File: src/rtl/axi_lite_aw_channel.sv
// AXI4-Lite write-address channel pair.
// The master half turns a level user request into a single AW transfer.
// The slave half drives a registered AWREADY and captures the accepted
// address and protection bits on every handshake.
module axi_lite_aw_channel (
  input  logic        ACLK,
  input  logic        ARESETn,
  input  logic        i_AWVALID,
  input  logic [31:0] i_AWADDR,
  input  logic [2:0]  AWPROT,
  input  logic        i_AWREADY,
  output logic        o_AWVALID,
  output logic [31:0] o_AWADDR,
  output logic [2:0]  o_AWPROT,
  output logic        o_AWREADY,
  output logic [31:0] o_cap_addr,
  output logic [2:0]  o_cap_prot,
  output logic        o_aw_done
);

  localparam logic [0:0] ST_IDLE  = 1'b0;
  localparam logic [0:0] ST_VALID = 1'b1;

  logic [0:0]  state_r;
  logic [0:0]  state_nxt_s;
  logic        aw_valid_r;
  logic        aw_valid_nxt_s;
  logic [31:0] aw_addr_r;
  logic [31:0] aw_addr_nxt_s;
  logic [2:0]  aw_prot_r;
  logic [2:0]  aw_prot_nxt_s;
  logic        aw_ready_r;
  logic [31:0] cap_addr_r;
  logic [2:0]  cap_prot_r;
  logic        aw_done_r;
  logic        handshake_s;

  // Handshake uses only registered VALID and READY, so VALID never depends
  // combinationally on READY.
  assign handshake_s = aw_valid_r & aw_ready_r;

  // Master next-state: latch the request in IDLE, hold it stable in VALID
  // until the handshake. A dropped request does not withdraw VALID.
  always_comb begin
    state_nxt_s    = state_r;
    aw_valid_nxt_s = aw_valid_r;
    aw_addr_nxt_s  = aw_addr_r;
    aw_prot_nxt_s  = aw_prot_r;
    case (state_r)
      ST_IDLE: begin
        if (i_AWVALID) begin
          state_nxt_s    = ST_VALID;
          aw_valid_nxt_s = 1'b1;
          aw_addr_nxt_s  = i_AWADDR;
          aw_prot_nxt_s  = AWPROT;
        end else begin
          state_nxt_s    = ST_IDLE;
          aw_valid_nxt_s = 1'b0;
        end
      end
      ST_VALID: begin
        if (handshake_s) begin
          // Always return to IDLE for at least one cycle after a transfer.
          state_nxt_s    = ST_IDLE;
          aw_valid_nxt_s = 1'b0;
        end else begin
          state_nxt_s    = ST_VALID;
          aw_valid_nxt_s = 1'b1;
        end
      end
      default: begin
        state_nxt_s    = ST_IDLE;
        aw_valid_nxt_s = 1'b0;
      end
    endcase
  end

  // Master state and AW output registers.
  always_ff @(posedge ACLK or negedge ARESETn) begin
    if (!ARESETn) begin
      state_r    <= ST_IDLE;
      aw_valid_r <= 1'b0;
      aw_addr_r  <= 32'h0000_0000;
      aw_prot_r  <= 3'b000;
    end else begin
      state_r    <= state_nxt_s;
      aw_valid_r <= aw_valid_nxt_s;
      aw_addr_r  <= aw_addr_nxt_s;
      aw_prot_r  <= aw_prot_nxt_s;
    end
  end

  // Slave READY is a one-edge delayed copy of the accept enable.
  always_ff @(posedge ACLK or negedge ARESETn) begin
    if (!ARESETn) begin
      aw_ready_r <= 1'b0;
    end else begin
      aw_ready_r <= i_AWREADY;
    end
  end

  // Slave capture: record address/prot on a handshake, hold otherwise,
  // and pulse done for the cycle following the handshake edge.
  always_ff @(posedge ACLK or negedge ARESETn) begin
    if (!ARESETn) begin
      cap_addr_r <= 32'h0000_0000;
      cap_prot_r <= 3'b000;
      aw_done_r  <= 1'b0;
    end else begin
      if (handshake_s) begin
        cap_addr_r <= aw_addr_r;
        cap_prot_r <= aw_prot_r;
      end
      aw_done_r <= handshake_s;
    end
  end

  assign o_AWVALID  = aw_valid_r;
  assign o_AWADDR   = aw_addr_r;
  assign o_AWPROT   = aw_prot_r;
  assign o_AWREADY  = aw_ready_r;
  assign o_cap_addr = cap_addr_r;
  assign o_cap_prot = cap_prot_r;
  assign o_aw_done  = aw_done_r;

endmodule

File: config.mk
export PLATFORM = sky130hd
export DESIGN_NAME = axi_lite_aw_channel
export DESIGN_NICKNAME = d
export VERILOG_FILES = /design/src/rtl/axi_lite_aw_channel.sv
export SDC_FILE = /design/constraint.sdc
export NUM_CORES = 1
export LEC_CHECK = 0
export CORE_ASPECT_RATIO = 0.5
export CORE_MARGIN = 3
export CORE_UTILIZATION = 46
export CTS_CLUSTER_DIAMETER = 200
export DETAILED_ROUTE_END_ITERATION = 8
export PLACE_DENSITY_LB_ADDON = 0.05
export REMOVE_ABC_BUFFERS = 1
export SYNTH_ARGS = -nofsm -noshare
export SYNTH_HDL_FRONTEND = slang
export SYNTH_SLANG_ARGS = --single-unit
export TNS_END_PERCENT = 10
File: constraint.sdc
create_clock -name ACLK -period 3.8 [get_ports ACLK]
set_input_delay 0.57 -clock ACLK [delete_from_list [all_inputs] [get_ports ACLK]]
set_output_delay 0.57 -clock ACLK [all_outputs]
set_load 0.01 [all_outputs]
Word-level counts from Yosys, hierarchy flattened
Index checks and enable logic that the tools add are counted.
Widths: inputs -> output; s select.
Storage, ports and cells
  word-level logic and storage cells: 13
  bits in registers: 73
Cells by class
  reduce and logical (&&, ||, !) cells: 1
  mux-type cells: 3
  bitwise gates (word level): 2
Operators by type and width (count)
  $mux 1: 2
  $pmux 1 s2: 1
  $reduce_and 2->1: 1
  $and 1x1->1: 1
  $not 1->1: 1

Longest topological paths before layout
  depth after elaboration: 3
  mapped depth: 4
  mapped depth without buffers: 2

Least setup slack after synthesis
Ideal clock, no wire load.
  path type: input to register
  start: in i_AWVALID
  end: reg aw_addr_r[0] (netlist: o_AWADDR[0])
  data arrival time: 1.303 ns
  path slack: 2.372 ns
  stages on the path: 4
  path through: nor2b_1 buf_4 buf_6 mux2_4
Between the ends
  cells in the longest elaborated chain, start to end: 1
Ends and longest elaborated chain
  from (decl): line 8  | input logic i_AWVALID,
  $reduce_and 2->1 (no source line)
  to (signal assigned): line 88  | aw_addr_r <= aw_addr_nxt_s;
  to (decl): line 28  | logic [31:0] aw_addr_r;
Every way passes these cells.
A chain may end at the register's enable or synchronous reset.

Worst setup path in the final report
  start: in i_AWVALID
  end: reg aw_addr_r[26] (netlist: o_AWADDR[26])
The elaborated chain is that of the path after synthesis.

==> flow_summary.yaml <==
cts:
  ctsRootBufferMaster: "clkbuf_16"
  tritoncts: "done"
  htreeDepth: 3
  max-clock-path-buffers: 2
  cts.clk_slew.worst_paths_ns: 0.06
  clk_latency_ns: 0.33
  post_cts_buffers: 0
  cts.sinks: 73
  cts_resized: 0
  cts_hold_buf: 0
  cts_buffers: 9
routing:
  num_vias: 1713
  viasPerCell: 4.89
  dr.pass1.iters: 3
  drt_iter0_drc: 59
  drc_errors: 0
  wl_per_cell_um: 17.2
  antenna_left: 0
  wl_mm: 6.00
critical_path:
  worstPathRequired_ns: 4.01
  crit_chain: "clkdlybuf4s50_1 > nor2b_4 > buf_4 > mux2_2"
  cp-start-kind: "primary input"
  cp_max_fo: 25
  reg2regPathDepth: 3
  timing.critical_path.arrival_ns: 2.35
  crit-reg2reg-launch: "o_AWVALID"
  cp_slowest_cell: "buf_4"
  critPathKind: "in2reg"
  critPathMaxStageDelay_ns: 0.50
  r2r_end: "o_AWADDR[26]"
  ff2ff_setup_slack_ns: 1.95
  endpoint_kind: "flop"
final_layout:
  drive_gt1_frac: 0.332
  n_antenna_cell: 0
  utilization: 0.764
  final_cell_mix: "clkdlybuf4s50_1, dfrtp_1, mux2_2"
  layout.cells.non_filler: 350
  area_growth_pct: 54.1
  fillers: 367
  final_common_cell: "clkdlybuf4s50_1"
  nNetsFinal: 311
logic_synthesis:
  yosys_warnings: 0
  ys_types: 9
  synth-seq-cells: 73
  synth_cells: 154
  seq_area_frac_synth: 0.646
  syn-cell-area_um2: 2830
  syn_avg_cell_area_um2: 18.4
sta:
  holdWs_ns: 0.146
  finalCritPeriodShare: 0.563
  relSlewSlack: 0.372
  fmax_mhz: 468
  hold_viol: 0
  final-setup-viol-count: 0
  finClkSkew_ns: 0.00535
  slew_violations: 0
  rsz0062_at_grt: "no"
  setup-tns-final_ns: 0
  fin_crit_ns: 2.14
  max_slew.worst_pin.slew_ns: 0.939
global_routing:
  grt_pass1_vias: 1881
  grt_max_degree: 38
  grt_antenna_before_repair: 0
  grt_usage: 0.182
  grt_first_pass_wirelength_mm: 9.49
  met3_usage: 0.0903
  grt.busiest_layer: "met2"
  grt_use_met1: 0.218
  gr-usage-met2: 0.299
  grt_overflow: 0
place:
  dp.cells: 334
  dp_hpwl_mm: 4.22
  io_buffers: 111
  place_congestion: 0.743
job:
  cap_violations: 0
pwr:
  power.density_nw_per_um2: 764
  p_leak_nw: 1.89
  peakVddDrop_v: 0.000456
  report.power.total_mw: 3.33
worst_hold_path:
  hold_class: "in2async"
run_status:
  status: "finished, final reports clean"
floorplanning:
  rows: 19
  die_width_um: 117
  coreArea_um2: 5710
  ios: 112
  die_y_um: 61.4
  start_util: 0.495
  dieArea_um2: 7180
worst max-delay path by stage:
stage / endpoint / cells past startpoint / from / slack [ns]
2_1_floorplan: o_AWADDR[26] / 2 / i_AWVALID / 0.32
3_3_place_gp: o_AWADDR[30] / 4 / i_AWVALID / 1.35
3_5_place_dp: o_AWADDR[30] / 4 / i_AWVALID / 1.32
4_1_cts: o_AWADDR[26] / 4 / i_AWVALID / 1.66
5_1_grt: o_AWADDR[28] / 4 / i_AWVALID / 1.56
6_report: o_AWADDR[26] / 4 / i_AWVALID / 1.66
per-stage QoR:
step,setup WS (ns),area (µm²)
global placement,1.35,3980
global route,1.56,4360
floorplan,0.316,2750
CTS,1.66,4360
detailed placement,1.32,3980
finish,1.66,4360
synthesized netlist by cell type:
cell,number,share of area
mux2_2,40,0.16
nand2_2,1,0.0022
buf_4,1,0.0027
mux2_4,30,0.16
inv_1,1,0.0013
dfrtp_1,73,0.65
buf_6,6,0.024
o21a_1,1,0.0027
nor2b_1,1,0.0022
sequential cells by signal (all words and copies together) (netlist names):
register    flops
o_AWADDR       32
o_cap_addr     32
o_AWPROT        3
o_cap_prot      3
o_AWREADY       1
o_AWVALID       1
o_aw_done       1
cell type report:
cell class	instances	area (µm²)	area share
multi-input combinational	73	928	0.213
clock buffer	11	253	0.0580
timing repair buffer	114	1130	0.259
sequential	73	1830	0.419
inverter	1	3.75	0.000862
clock inverter	5	125	0.0287
tap	73	91.3	0.0210
worst max-delay path: cells and delay by family:
| kind | cells | cell delay (ns) |
|---|---|---|
| buffers and inverters | 2 | 0.98 |
| AND/OR/NAND/NOR | 1 | 0.39 |
| multiplexers | 1 | 0.39 |
kinds of logic (layout without fill, tap and decap cells):
kind of cell / after synthesis / in the layout / synth area share
mux: 70 / 70 / 0.319
flops: 73 / 73 / 0.646
buf+inv: 8 / 131 / 0.0279
simple gates: 2 / 2 / 0.00443
compound gates: 1 / 1 / 0.00266
metal layers:
layer,vias up,wire (µm),share of wire
met2,63,2930,0.49
li1,774,-,-
met3,7,505,0.084
met4,0,49,0.0082
met1,869,2520,0.42
met5,-,0,0
power breakdown:
part / internal (mW) / switching (mW)
clock: 0.742 / 0.301
sequential: 1.04 / 0.167
combinational: 0.722 / 0.356
total: 2.50 / 0.824
No activity file was read; power rests on OpenSTA's default activity.
